$ cat config.mk
export PLATFORM = sky130hd
export DESIGN_NAME = jtgng_main_ctrl
export DESIGN_NICKNAME = d
export VERILOG_FILES = /design/src/rtl/jtgng_main_ctrl.sv
export SDC_FILE = /design/constraint.sdc
export NUM_CORES = 1
export LEC_CHECK = 0
export BUFFER_PORTS_ARGS = -buffer_cell sky130_fd_sc_hd__buf_2
export CORE_AREA = 2 2 91 93
export CTS_CLUSTER_SIZE = 24
export DETAILED_ROUTE_END_ITERATION = 10
export DIE_AREA = 0 0 93 95
export PLACE_DENSITY = 0.78
export SLEW_MARGIN = 25
export SYNTH_ARGS = -nofsm -noshare
export SYNTH_HDL_FRONTEND = slang
export SYNTH_SLANG_ARGS = --single-unit
$ cat constraint.sdc
create_clock -name clk -period 3.1 [get_ports clk]
set_clock_uncertainty 0.05 [all_clocks]
set_input_delay 0.155 -clock clk [delete_from_list [all_inputs] [get_ports clk]]
set_output_delay 0.155 -clock clk [all_outputs]
set_load 0.1 [all_outputs]
$ cat src/rtl/jtgng_main_ctrl.sv
// Main CPU glue for the 6809 board: bank/misc registers, CPU reset
// sequencing, vblank IRQ, sound-latch FIFO and ROM stall/timeout gating.
module jtgng_main_ctrl #(
    parameter int BANKW   = 3,
    parameter int SNDQ    = 4,
    parameter int COINS   = 2,
    parameter int COINW   = 4,
    parameter int RSTCYC  = 16,
    parameter int WAITMAX = 255
) (
    input  logic                   clk,
    input  logic                   rst,
    input  logic                   cen,
    input  logic                   soft_rst,
    input  logic [15:0]            cpu_addr,
    input  logic [7:0]             cpu_dout,
    input  logic                   cpu_rnw,
    input  logic                   cpu_bs,
    input  logic                   cpu_ba,
    input  logic                   bank_cs,
    input  logic                   misc_cs,
    input  logic                   snd_cs,
    input  logic                   rom_cs,
    input  logic                   rom_ok,
    input  logic                   lvbl,
    input  logic                   snd_rd,
    output logic                   cpu_cen,
    output logic                   cpu_nreset,
    output logic                   cpu_nirq,
    output logic [BANKW-1:0]       bank,
    output logic                   flip,
    output logic                   sres_b,
    output logic [7:0]             snd_latch,
    output logic                   snd_pending,
    output logic                   snd_ovf,
    output logic [COINS*COINW-1:0] coin_cnt,
    output logic                   rom_tout
);

    localparam int QW = $clog2(SNDQ);
    localparam int RW = $clog2(RSTCYC + 1);
    localparam int WW = $clog2(WAITMAX + 1);

    logic [BANKW-1:0]       bank_q, bank_d;
    logic                   flip_q, flip_d, sres_q, sres_d;
    logic [COINS*COINW-1:0] coin_q, coin_d;
    logic [RW-1:0]          rcnt_q, rcnt_d;
    logic                   lvbl_q, lvbl_d, nirq_q, nirq_d;
    logic [7:0]             mem [SNDQ];
    logic [QW-1:0]          wp_q, wp_d, rp_q, rp_d;
    logic [QW:0]            cnt_q, cnt_d;
    logic [7:0]             last_q, last_d;
    logic                   ovf_q, ovf_d;
    logic [WW-1:0]          scnt_q, scnt_d;
    logic                   rel_q, rel_d, tout_q, tout_d;

    logic wr_en, push, full, empty, do_push, do_pop;
    logic counting, reach, stall, fall, ack;

    // Only the low three address bits select a misc register.
    logic unused_addr;
    assign unused_addr = &{1'b0, cpu_addr[15:3]};

    // A stalled ROM fetch holds the CPU unless the timeout has released it.
    assign counting = rom_cs & ~rom_ok;
    assign stall    = counting & ~rel_q;
    assign cpu_cen  = cen & ~stall;
    assign wr_en    = cpu_cen & ~cpu_rnw;

    assign push     = wr_en & snd_cs;
    assign full     = (cnt_q == (QW+1)'(SNDQ));
    assign empty    = (cnt_q == '0);
    assign do_pop   = snd_rd & ~empty;
    assign do_push  = push & (~full | do_pop);

    assign fall     = cen & lvbl_q & ~lvbl;
    assign ack      = cen & cpu_bs & ~cpu_ba;
    assign reach    = counting & (scnt_q == WW'(WAITMAX - 1));

    // Next-state for registers, CPU reset count, IRQ, FIFO control and stall timer.
    always_comb begin
        bank_d = bank_q;
        flip_d = flip_q;
        sres_d = sres_q;
        coin_d = coin_q;
        if (wr_en & bank_cs) bank_d = cpu_dout[BANKW-1:0];
        if (wr_en & misc_cs) begin
            case (cpu_addr[2:0])
                3'd0:    flip_d = cpu_dout[0];
                3'd1:    sres_d = cpu_dout[0];
                default: ;
            endcase
            for (int k = 0; k < COINS; k++) begin
                if (cpu_addr[2:0] == 3'(k + 2))
                    coin_d[k*COINW +: COINW] = coin_q[k*COINW +: COINW] + COINW'(cpu_dout[0]);
            end
        end

        rcnt_d = rcnt_q;
        if (soft_rst)                  rcnt_d = RW'(RSTCYC);
        else if (cen && rcnt_q != '0)  rcnt_d = rcnt_q - 1'b1;

        lvbl_d = cen ? lvbl : lvbl_q;
        nirq_d = nirq_q;
        if (fall)     nirq_d = 1'b0;
        else if (ack) nirq_d = 1'b1;

        wp_d   = wp_q + QW'(do_push);
        rp_d   = rp_q + QW'(do_pop);
        cnt_d  = cnt_q;
        case ({do_push, do_pop})
            2'b10:   cnt_d = cnt_q + 1'b1;
            2'b01:   cnt_d = cnt_q - 1'b1;
            default: ;
        endcase
        last_d = do_pop ? mem[rp_q] : last_q;
        ovf_d  = ovf_q | (push & full & ~snd_rd);

        scnt_d = '0;
        if (counting) scnt_d = (scnt_q == WW'(WAITMAX)) ? scnt_q : scnt_q + 1'b1;
        rel_d  = rom_cs & (rel_q | reach);
        tout_d = tout_q | reach;
    end

    // State register with synchronous reset.
    always_ff @(posedge clk) begin
        if (rst) begin
            bank_q <= '0;
            flip_q <= 1'b0;
            sres_q <= 1'b1;
            coin_q <= '0;
            rcnt_q <= RW'(RSTCYC);
            lvbl_q <= 1'b0;
            nirq_q <= 1'b1;
            wp_q   <= '0;
            rp_q   <= '0;
            cnt_q  <= '0;
            last_q <= '0;
            ovf_q  <= 1'b0;
            scnt_q <= '0;
            rel_q  <= 1'b0;
            tout_q <= 1'b0;
        end else begin
            bank_q <= bank_d;
            flip_q <= flip_d;
            sres_q <= sres_d;
            coin_q <= coin_d;
            rcnt_q <= rcnt_d;
            lvbl_q <= lvbl_d;
            nirq_q <= nirq_d;
            wp_q   <= wp_d;
            rp_q   <= rp_d;
            cnt_q  <= cnt_d;
            last_q <= last_d;
            ovf_q  <= ovf_d;
            scnt_q <= scnt_d;
            rel_q  <= rel_d;
            tout_q <= tout_d;
        end
    end

    // FIFO storage; a full push+pop overwrites the slot being popped, which becomes the tail.
    always_ff @(posedge clk) begin
        if (do_push && !rst) mem[wp_q] <= cpu_dout;
    end

    assign cpu_nreset  = ~rst & ~soft_rst & (rcnt_q == '0);
    assign cpu_nirq    = nirq_q;
    assign bank        = bank_q;
    assign flip        = flip_q;
    assign sres_b      = sres_q;
    assign coin_cnt    = coin_q;
    assign snd_latch   = empty ? last_q : mem[rp_q];
    assign snd_pending = ~empty;
    assign snd_ovf     = ovf_q;
    assign rom_tout    = tout_q;

endmodule

==> results of run 1 <==
==> cells in the mapped netlist (all sizes together), types with 8 or more instances <==
master	instances	area [um^2]
buf	8	45.04
a21oi	17	85.08
nor2	32	127.6
mux4	8	180.2
inv	12	45.04
mux2	8	90.09
nand3	9	45.04
nand2	26	100.1
edfxtp	32	960.9
mux2i	9	90.09
ha	9	112.6
dfxtp	46	920.9
xnor2	9	78.83
==> routing by layer <==
layer | routed length [um] | part of all wire, % | track usage (%)
met4 | 72 | 1.1 | 6.005
met5 | 0 | 0 | 0
met2 | 3370 | 51 | 26.99
met3 | 237 | 3.6 | 4.150
met1 | 2978 | 45 | 19.27
==> how the worst max path moves through the flow <==
stage / start / endpoint / depth (start not counted)
2_1_floorplan: rcnt_q[0] / cpu_nreset / 5
3_3_place_gp: cnt_q[0] / cnt_q[1] / 8
3_5_place_dp: cnt_q[0] / cnt_q[1] / 8
4_1_cts: cnt_q[0] / cnt_q[1] / 8
5_1_grt: cnt_q[0] / cnt_q[1] / 8
6_report: cnt_q[0] / cnt_q[1] / 8
==> power groups by stage <==
stage / sequential (W) / clock, W / combinational (W)
after floorplan: 0.00113 / 0 / 0.000243
after global placement: 0.00113 / 0 / 0.000308
after detailed placement: 0.00113 / 0 / 0.000314
after CTS: 0.00110 / 0.000786 / 0.000322
after global routing: 0.00111 / 0.000827 / 0.000341
final: 0.00110 / 0.000772 / 0.000320
==> cell families (layout without fill, tap and decap cells) <==
| logic type | Yosys count | in the layout | synth area share [%] |
|---|---|---|---|
| buffers and inverters | 27 | 90 | 3.312 |
| AND/OR/NAND/NOR | 116 | 116 | 18.34 |
| flip-flops | 78 | 78 | 53.56 |
| multiplexers | 25 | 25 | 10.26 |
| XOR/XNOR | 12 | 12 | 2.992 |
| AO/OA/AOI/OAI | 40 | 40 | 7.764 |
| adder cells (fa/ha/maj) | 10 | 10 | 3.775 |
==> area by class of cell <==
class	count	area (um^2)	area share (%)
Multi-Input combinational cell	203	1515	36.66
Tap cell	105	131.4	3.179
Inverter	12	45.04	1.090
Clock inverter	7	80.08	1.938
Sequential cell	78	1882	45.53
Clock buffer	9	123.9	2.997
Timing Repair Buffer	62	355.3	8.598
==> flip-flops by register name (all words and copies together), names as in the netlist <==
register,flops
lvbl_q,1
rel_q,1
rcnt_q,5
rp_q,2
flip,1
scnt_q,8
cnt_q,3
coin_cnt,8
snd_ovf,1
sres_b,1
bank,3
last_q,8
rom_tout,1
cpu_nirq,1
mem,32
wp_q,2
==> worst reg2reg max path, cell delays in order (launching register included) <==
cell and delay [ns]:
sky130_fd_sc_hd__dfxtp_1 0.39, sky130_fd_sc_hd__or3_1 0.58, sky130_fd_sc_hd__nand2_2 0.26, sky130_fd_sc_hd__nor2_1 0.10
sky130_fd_sc_hd__fa_1 0.49, sky130_fd_sc_hd__inv_1 0.06, sky130_fd_sc_hd__a41oi_1 0.14, sky130_fd_sc_hd__o21ai_0 0.11
sky130_fd_sc_hd__a221oi_1 0.28
==> what timing repair did <==
item / 4_1_cts / 5_1_grt
endpoints found under the setup margin: 0 / 0
endpoints found under the hold margin: 28 / 0
hold buffers: 7 / 0
==> per-stage QoR <==
step | power [W] | cells
floorplan | 0.001376 | 308
global route | 0.002275 | 476
detailed placement | 0.001442 | 453
CTS | 0.002211 | 476
global placement | 0.001434 | 453
finish | 0.002196 | 476
==> impl_summary.log, run 1 <==
INFO  metric leading_cell_type_in_the_layout_fill_and_taps_excluded = sky130_fd_sc_hd__buf_2
INFO  metric net-switching-power = ~0.00064 W
INFO  metric reg2regPathDepth = 8
INFO  metric num_antenna_cells = 0
INFO  metric finalWorstPathRequiredPeriod = between 2 and 3 ns
INFO  metric dpl_worst_slack = roughly 0.57 ns
INFO  metric yosysSeqAreaShare = between 50 and 60%
INFO  metric first_drt_iteration_drcs = between 100 and 150
INFO  metric instance_area_after_placement = ~0.0039 mm^2
INFO  metric fp.dieArea = slightly below 0.009 mm^2
INFO  metric power.leakage = about 1.6 nW
INFO  metric via_count_of_the_first_global_routing_pass = around 2.4k
INFO  metric cp-end-kind = flip-flop
INFO  metric num-fill-cells = between 700 and 800
INFO  metric worst-endpoint-required = about 3.3 ns
INFO  metric largest_stage_delay_on_the_critical_path = around 0.58 ns
INFO  metric drt_wl_total = between 6000 and 7000 um
INFO  metric grt_start_max_net_pins = 38
INFO  metric worst_setup_hold_path_clk_slew = about 0.080 ns
INFO  metric final_standard_cell_area_without_fillers = a little over 0.004 mm^2
INFO  metric final_core_utilization = a little over half
INFO  metric worst-path-buf-inv = 1
INFO  metric yosys_register_bits = 78
INFO  metric detail_route.drc_violations = 0
INFO  metric area.growth.synth_to_final = 17.63%
INFO  metric postLayoutSetupSlackWorst = about 0.56 ns
INFO  metric report.final.setup_viol = 0
INFO  metric grt_overflow_total = 0
INFO  metric gp_routability_congestion = 0.8291
INFO  metric chipWidth = approximately 93 um
INFO  metric setup_repair_after_global_routing_missed_its_margin = false
INFO  metric clock-sinks = 78
INFO  metric internal_power = 0.001558 W
INFO  metric crit-reg2reg-launch = cnt_q[0]
INFO  metric worst_slack_on_hold_paths = 0.009709 ns
INFO  metric pwr-share-clk = a little over a third
INFO  metric detailroute.via_count = about 2.5k
INFO  metric regToRegEndpoint = cnt_q[1]
INFO  metric rows = 33
INFO  metric detail_route.first_pass.iterations = 4
INFO  metric insertion_delay = 0.36 ns
INFO  metric h-tree-depth = 3
INFO  metric path_cells = or3_1, nand2_2, nor2_1, fa_1, inv_1, a41oi_1, o21ai_0, a221oi_1
INFO  metric port_buffers = slightly above 50
INFO  metric vias_per_cell = roughly 5.2
INFO  metric final_antenna_net_count = 0
INFO  metric hp-class = in2reg
INFO  metric reg2reg_setup_slack = around 0.56 ns
INFO  metric final-hold-violation-count = 0
INFO  metric async_flop_share = 0%
INFO  metric ys.warnings.count = 0
INFO  metric floorplan.core_area = 0.007928 mm^2
INFO  metric timing_worst_slew_pin_value = a little over 0.7 ns
INFO  metric post_synth.cell_area_avg = between 10 and 15 um^2
INFO  metric max_freq = between 300 and 400 MHz
INFO  metric floorplan.initialDensity = 44.32%
INFO  metric grt_antenna_before_repair = 0
INFO  metric finalNetCount = 414
INFO  metric groute.usage.overall = 15.81%
INFO  metric peakVddDrop = about 0.21 mV
INFO  metric timing.setup.critical_path_class = reg2reg
INFO  metric wire_length_of_the_first_global_routing_pass = between 10000 and 15000 um
INFO  metric detail_route.wl_per_cell = 13.99 um
INFO  metric cts_buffer_depth = 2
INFO  metric cp_top_family = simple AND/OR/NAND/NOR gates
INFO  metric num_io_pins = 65
INFO  metric critical-path-slowest-cell = sky130_fd_sc_hd__or3_1
INFO  metric dominantRegCellSynth = sky130_fd_sc_hd__dfxtp_1
INFO  metric post_cts_resize_count = 0
INFO  metric cts_tree = done
INFO  metric clock_tree.root_cell = sky130_fd_sc_hd__clkbuf_8
INFO  metric mostFrequentLayoutCells = sky130_fd_sc_hd__buf_2, sky130_fd_sc_hd__dfxtp_1, sky130_fd_sc_hd__edfxtp_1
INFO  metric drive_gt1_share = 26.15%
INFO  metric startpoint_of_the_lowest_slack_hold_path = lvbl
INFO  metric powerDensity = between 500 and 600 mW/mm^2
INFO  metric slew_violations = 0
INFO  metric final.period_utilization = between 80% and 90%
INFO  metric power.combinational.fraction = between 10 and 15%
INFO  metric setup-tns-final = 0 ns
INFO  metric synthesis.area = about 0.0035 mm^2
INFO  metric power.share.switching = around 29%
INFO  metric whs_path_depth = 3
INFO  metric cp-start-kind = flip-flop
INFO  metric hold_end = lvbl_q
INFO  metric sequentialPowerShare = between 50% and 60%
INFO  metric timing.max_slew.rel_slack = 51.65%
INFO  metric synthesis.instances = between 300 and 400
INFO  metric cp.arrival = about 2.8 ns
INFO  metric syn-num-nets = between 300 and 400
INFO  metric synthDistinctLibCells = 56
INFO  metric dpl.hpwl = roughly 4800 um
INFO  metric number_of_setup_buffers_added_after_cts = 0
INFO  metric cp_max_fo = 10
INFO  metric run_status = completed
INFO  metric die_height = 95 um
INFO  metric cts_inserted_buffers = 9
INFO  metric synth_edf_count = 32
INFO  metric timing.max_cap.violations = 0
(Power assumes the default switching activity.)
==> run 2, diff against run 1 <==
==> constraint.sdc (replaced) <==
create_clock -name clk -period 2.4 [get_ports clk]
set_clock_uncertainty 0.05 [all_clocks]
set_input_delay 0.12 -clock clk [delete_from_list [all_inputs] [get_ports clk]]
set_output_delay 0.12 -clock clk [all_outputs]
set_load 0.1 [all_outputs]
==> impl_summary.log, run 2 (synthesized netlist as in run 1, its figures left out) <==
INFO  metric drt_wl_total = 6666 um (+0.12%)
INFO  metric via_count_of_the_first_global_routing_pass = 2316 (-2.8%)
INFO  metric dpl.hpwl = 4849 um (+1.1%)
INFO  metric fin_total_pwr = 0.002662 W (+21%)
INFO  metric cp-end-kind = output port
INFO  metric cp-start-kind = flip-flop
INFO  metric whs_path_depth = 2 (-1)
INFO  metric fp.dieArea = 0.008835 mm^2 (unchanged)
INFO  metric placed_cells = 459 (+1.3%)
INFO  metric die_height = 95 um (unchanged)
INFO  metric peakVddDrop = 0.3871 mV (+85%)
INFO  metric detail_route.drc_violations = 0 (unchanged)
INFO  metric area.growth.synth_to_final = 17.98%
INFO  metric finalWorstPathRequiredPeriod = about 2.2 ns
INFO  metric grt_overflow_total = 0 (unchanged)
INFO  metric grt_start_max_net_pins = 38 (unchanged)
INFO  metric number_of_setup_buffers_added_after_cts = 0 (unchanged)
INFO  metric worst_setup_hold_path_clk_slew = 0.08 ns (about the same)
INFO  metric clock_tree.root_cell = sky130_fd_sc_hd__clkbuf_8
INFO  metric final-hold-violation-count = 0 (unchanged)
INFO  metric gp_routability_congestion = 0.7827 (-5.6%)
INFO  metric timing.setup.critical_path_class = reg2out
INFO  metric h-tree-depth = 3 (unchanged)
INFO  metric cp.arrival = 2.08 ns (-0.67 ns)
INFO  metric cts_inserted_buffers = 9 (unchanged)
INFO  metric largest_register_by_flop_count = mem
INFO  metric drive_gt1_share = 26.46% (+0.31 points)
INFO  metric finalNetCount = 421 (+1.7%)
INFO  metric max_reg_flops = 32 (unchanged)
INFO  metric cp_max_fo = 6 (-4)
INFO  metric timing.max_cap.violations = 0 (unchanged)
INFO  metric groute.usage.overall = 15.79% (-0.022 points)
INFO  metric run_status = completed
INFO  metric detail_route.wl_per_cell = 13.77 um (-1.5%)
INFO  metric slew_violations = 0 (unchanged)
INFO  metric num-fill-cells = 714 (+1.1%)
INFO  metric first_drt_iteration_drcs = 73 (-36%)
INFO  metric worst-endpoint-required = 2.23 ns (-1.08 ns)
INFO  metric final_core_utilization = 52.29% (+0.16 points)
INFO  metric floorplan.core_area = 0.007928 mm^2 (unchanged)
INFO  metric chipWidth = 93 um (unchanged)
INFO  metric final-instance-count-excl-fill = 484 (+1.7%)
INFO  metric timing_worst_slew_pin_value = 0.5771 ns (-0.1381 ns)
INFO  metric floorplan.initialDensity = 44.32% (unchanged)
INFO  metric mostFrequentLayoutCells = sky130_fd_sc_hd__buf_2, sky130_fd_sc_hd__dfxtp_1, sky130_fd_sc_hd__edfxtp_1
INFO  metric insertion_delay = 0.34 ns (-0.02 ns)
INFO  metric grt_antenna_before_repair = 1 (+1)
INFO  metric hp-class = in2reg
INFO  metric timing.max_slew.rel_slack = 61.17% (+9.5 points)
INFO  metric port_buffers = 51 (unchanged)
INFO  metric max_freq = around 450 MHz
INFO  metric powerDensity = 642.1 mW/mm^2 (+21%)
INFO  metric report.final.setup_viol = 0 (unchanged)
INFO  metric vias_per_cell = 5.171 (-0.22%)
INFO  metric cts_tree = done
INFO  metric cts_buffer_depth = 2 (unchanged)
INFO  metric reg2regPathDepth = 8 (unchanged)
INFO  metric rows = 33 (unchanged)
INFO  metric power.leakage = 1.602 nW (+1.0%)
INFO  metric setup-tns-final = 0 ns (unchanged)
INFO  metric wire_length_of_the_first_global_routing_pass = 10820 um (+0.26%)
INFO  metric leading_cell_type_in_the_layout_fill_and_taps_excluded = sky130_fd_sc_hd__buf_2
INFO  metric num_io_pins = 65 (unchanged)
INFO  metric final.period_utilization = slightly above 90%
INFO  metric detailroute.via_count = 2503 (+1.5%)
INFO  metric setup_repair_after_global_routing_missed_its_margin = false
INFO  metric clock-sinks = 78 (unchanged)
INFO  metric cts_hold_buffers = 8 (+1)
INFO  metric post_cts_resize_count = 0 (unchanged)
INFO  metric detail_route.first_pass.iterations = 4 (unchanged)
INFO  metric final_antenna_net_count = 0 (unchanged)
## run 2: cell types whose count changed in the layout (fill, tap and decap cells not counted), sizes merged
cell         before  now
buf              55   61
clkinv            2    5
inv              14   12
bufinv            1    0
clkbuf            9   10
clkinvlp          2    1
diode             0    1
dlygate4sd3       7    8
## run 2: path summary, 6_finish.rpt
path / startpoint / to / slack (ns)
min reg2reg: rcnt_q[4] / rcnt_q[4] / 0.40
max: rcnt_q[0] / cpu_nreset / 0.15
max reg2reg: cnt_q[2] / cnt_q[1] / 0.26
min: rom_cs / rel_q / 0.04
## run 2: metal layers
metal	track usage, %	up-vias	routed length (um)
met5	0	-	0
met4	6.005	0	102
met3	4.389	10	265
met2	25.30	39	3196
met1	20.52	1214	3102
li1	-	1240	-
## run 2: area by class of cell
| type | instances | area (um^2) | share of cell area (%) |
|---|---|---|---|
| clock buffers | 10 | 127.6 | 3.079 |
| diodes | 1 | 2.502 | 0.06037 |
| clock inverters | 6 | 28.78 | 0.6942 |
| inverters | 12 | 45.04 | 1.087 |
| flip-flops and latches | 78 | 1882 | 45.40 |
| multi-input cells | 203 | 1518 | 36.61 |
| well taps | 105 | 131.4 | 3.169 |
| repair buffers | 69 | 410.4 | 9.900 |
## run 2: critical path, stage by stage (launching register included)
cell and delay (ns):
sky130_fd_sc_hd__dfxtp_1 0.32, sky130_fd_sc_hd__inv_1 0.09, sky130_fd_sc_hd__ha_1 0.19, sky130_fd_sc_hd__or4b_1 0.56
sky130_fd_sc_hd__nor2_2 0.14, sky130_fd_sc_hd__buf_2 0.43
## run 2: metrics by stage
stage / area, um^2 / hold WS, ns / setup WS [ns]
2_1_floorplan: 3518 / 0.1689 / 0.03871
3_3_place_gp: 3906 / 0.2812 / 0.3435
3_5_place_dp: 3906 / 0.2853 / 0.2312
4_1_cts: 4143 / 0.02085 / 0.1395
5_1_grt: 4143 / 0.03309 / 0.03676
6_report: 4145 / 0.03546 / 0.1539
## run 2: power breakdown
group,total (W),switching (W),internal [W]
Sequential,0.00142,0.0000174,0.00140
Clock,0.000810,0.000448,0.000361
Combinational,0.000433,0.000302,0.000131
Total,0.00266,0.000768,0.00189
==> run 3, diff against run 2 <==
--- a/config.mk
+++ b/config.mk
@@ -6,11 +6,13 @@
 export NUM_CORES = 1
 export LEC_CHECK = 0
 export BUFFER_PORTS_ARGS = -buffer_cell sky130_fd_sc_hd__buf_2
-export CORE_AREA = 2 2 91 93
+export CELL_PAD_IN_SITES_DETAIL_PLACEMENT = 1
+export CELL_PAD_IN_SITES_GLOBAL_PLACEMENT = 1
+export CORE_AREA = 2 2 77 116
 export CTS_CLUSTER_SIZE = 24
 export DETAILED_ROUTE_END_ITERATION = 10
-export DIE_AREA = 0 0 93 95
-export PLACE_DENSITY = 0.78
+export DIE_AREA = 0 0 79 118
+export PLACE_DENSITY = 0.88
 export SLEW_MARGIN = 25
 export SYNTH_ARGS = -nofsm -noshare
 export SYNTH_HDL_FRONTEND = slang
==> constraint.sdc (replaced) <==
create_clock -name clk -period 2.4 [get_ports clk]
set_clock_uncertainty 0.05 [all_clocks]
set_input_delay 0.12 -clock clk [delete_from_list [all_inputs] [get_ports clk]]
set_output_delay 0.12 -clock clk [all_outputs]
set_load 0.01 [all_outputs]
==> impl_summary.log, run 3 (synthesized netlist as in run 1, its figures left out) <==
INFO  metric run_status = completed
INFO  metric detail_route.wl_per_cell = 17.33 um (+26%)
INFO  metric mostFrequentLayoutCells = sky130_fd_sc_hd__buf_2, sky130_fd_sc_hd__dfxtp_1, sky130_fd_sc_hd__edfxtp_1
INFO  metric timing.max_slew.rel_slack = 61.10% (-0.074 points)
INFO  metric final_core_utilization = 51.39% (-0.90 points)
INFO  metric num_antenna_cells = 0 (-1)
INFO  metric number_of_setup_buffers_added_after_cts = 0 (unchanged)
INFO  metric h-tree-depth = 3 (unchanged)
INFO  metric crit-reg2reg-launch = cnt_q[0]
INFO  metric floorplan.core_area = 0.008310 mm^2 (+4.8%)
INFO  metric cts_hold_buffers = 8 (unchanged)
INFO  metric first_drt_iteration_drcs = 119 (+63%)
INFO  metric instance_area_after_placement = 0.003899 mm^2 (-0.19%)
INFO  metric detail_route.drc_violations = 0 (unchanged)
INFO  metric final.period_utilization = 93.72% (+0.13 points)
INFO  metric powerDensity = 714.4 mW/mm^2 (+11%)
INFO  metric area.growth.synth_to_final = 21.55%
INFO  metric slew_violations = 0 (unchanged)
INFO  metric cp_max_fo = 7 (+1)
INFO  metric cp-end-kind = flip-flop
INFO  metric drt_wl_total = 8386 um (+26%)
INFO  metric cts_tree = done
INFO  metric finalWorstPathRequiredPeriod = 2.249 ns (+0.003145 ns)
INFO  metric gr_met2_demand_resource = 35.33% (+10 points)
INFO  metric detail_route.first_pass.iterations = 4 (unchanged)
INFO  metric reg2regPathDepth = 8 (unchanged)
INFO  metric cp.arrival = 2.44 ns (+0.36 ns)
INFO  metric via_count_of_the_first_global_routing_pass = 2849 (+23%)
INFO  metric worst_setup_hold_path_clk_slew = 0.06 ns (-0.02 ns)
INFO  metric largest_register_by_flop_count = mem
INFO  metric detailroute.via_count = 2587 (+3.4%)
INFO  metric hold_end = rel_q
INFO  metric post_cts_resize_count = 0 (unchanged)
INFO  metric grt_antenna_before_repair = 0 (-1)
INFO  metric chipWidth = 79 um (-15%)
INFO  metric final_antenna_net_count = 0 (unchanged)
INFO  metric fin_total_pwr = 0.003051 W (+15%)
INFO  metric timing_worst_slew_pin_value = 0.5755 ns (-0.001674 ns)
INFO  metric leading_cell_type_in_the_layout_fill_and_taps_excluded = sky130_fd_sc_hd__buf_2
INFO  metric worst-endpoint-required = 2.59 ns (+0.36 ns)
INFO  metric floorplan.initialDensity = 42.28% (-2.0 points)
INFO  metric max_reg_flops = 32 (unchanged)
INFO  metric grt_overflow_total = 0 (unchanged)
INFO  metric final-hold-violation-count = 0 (unchanged)
INFO  metric groute.usage.overall = 19.82% (+4.0 points)
INFO  metric gr-max-usage-layer = met2
INFO  metric power.leakage = 1.655 nW (+3.3%)
INFO  metric num_io_pins = 65 (unchanged)
INFO  metric finalNetCount = 420 (-0.24%)
INFO  metric gp_routability_congestion = 0.7397 (-5.5%)
INFO  metric dpl.hpwl = 5859 um (+21%)
INFO  metric clock_tree.root_cell = sky130_fd_sc_hd__clkbuf_16
INFO  metric groute.layer.met3.usage = 5.138% (+0.75 points)
INFO  metric reg2reg_setup_slack = 0.15 ns (-0.11 ns)
INFO  metric final_standard_cell_area_without_fillers = 0.004270 mm^2 (+3.0%)
INFO  metric clock-sinks = 78 (unchanged)
INFO  metric cts_inserted_buffers = 9 (unchanged)
INFO  metric cp-start-kind = flip-flop
INFO  metric groute.layer.met1.usage = 21.63% (+1.1 points)
INFO  metric max_freq = 444.6 MHz (-0.14%)
INFO  metric setup_repair_after_global_routing_missed_its_margin = false
INFO  metric port_buffers = 51 (unchanged)
INFO  metric final-instance-count-excl-fill = 484 (unchanged)
INFO  metric report.final.setup_viol = 0 (unchanged)
INFO  metric setup-tns-final = 0 ns (unchanged)
INFO  metric peakVddDrop = 0.4006 mV (+3.5%)
INFO  metric placed_cells = 460 (+0.22%)
INFO  metric drive_gt1_share = 26.53% (+0.070 points)
INFO  metric rows = 41 (+24%)
INFO  metric num-fill-cells = 938 (+31%)
INFO  metric timing.max_cap.violations = 0 (unchanged)
INFO  metric wire_length_of_the_first_global_routing_pass = 14120 um (+30%)
INFO  metric vias_per_cell = 5.345 (+3.4%)
INFO  metric timing.setup.critical_path_class = reg2reg
INFO  metric die_height = 118 um (+24%)
INFO  metric whs_path_depth = 2 (unchanged)
INFO  metric startpoint_of_the_lowest_slack_hold_path = rom_cs
INFO  metric grt_start_max_net_pins = 38 (unchanged)
INFO  metric hp-class = in2reg
INFO  metric fp.dieArea = 0.009322 mm^2 (+5.5%)
INFO  metric regToRegEndpoint = cnt_q[1]
INFO  metric insertion_delay = 0.34 ns (about the same)
INFO  metric cts_buffer_depth = 2 (unchanged)
==> run 3: where the power goes <==
part           internal (W)  total, W  switching (W)
Sequential          0.00140   0.00142      0.0000190
Clock              0.000801   0.00134       0.000540
Combinational      0.000130  0.000288       0.000157
==> run 3: worst max-delay path, cell delays in order (launching register included) <==
cell and delay [ns]:
sky130_fd_sc_hd__dfxtp_1 0.38, sky130_fd_sc_hd__or3_1 0.41, sky130_fd_sc_hd__nand2_2 0.09, sky130_fd_sc_hd__nor2_1 0.05
sky130_fd_sc_hd__fa_1 0.48, sky130_fd_sc_hd__inv_1 0.06, sky130_fd_sc_hd__a41oi_1 0.20, sky130_fd_sc_hd__o21ai_0 0.12
sky130_fd_sc_hd__a221oi_1 0.30
==> run 3: area by class of cell <==
cell class / count / area (um^2) / share of cell area, %
well taps: 107 / 133.9 / 3.135
flip-flops and latches: 78 / 1882 / 44.07
repair buffers: 68 / 402.9 / 9.434
clock buffers: 10 / 229.0 / 5.362
inverters: 12 / 45.04 / 1.055
clock inverters: 6 / 62.56 / 1.465
multi-input cells: 203 / 1515 / 35.48
==> run 3: per-stage QoR <==
step | hold slack, ns | setup slack (ns)
floorplan | 0.1689 | 0.1428
global placement | 0.2799 | 0.3114
detailed placement | 0.2937 | 0.1387
CTS | 0.008545 | 0.1319
global route | 0.02346 | 0.08330
finish | 0.01706 | 0.1508
==> run 3: per-layer routing <==
metal,share of wire [%],vias up
met5,0,-
met4,1.9,0
met3,3.1,10
met2,57,47
met1,38,1291
li1,-,1239
==> run 3: worst max path at each step <==
stage / start / to / slack, ns / depth (start not counted)
6_report: cnt_q[0] / cnt_q[1] / 0.15 / 8
5_1_grt: cnt_q[2] / cnt_q[1] / 0.08 / 8
4_1_cts: cnt_q[2] / cnt_q[1] / 0.13 / 8
3_5_place_dp: cen / cnt_q[1] / 0.14 / 9
3_3_place_gp: cen / cnt_q[1] / 0.31 / 9
2_1_floorplan: cnt_q[0] / cnt_q[1] / 0.14 / 9
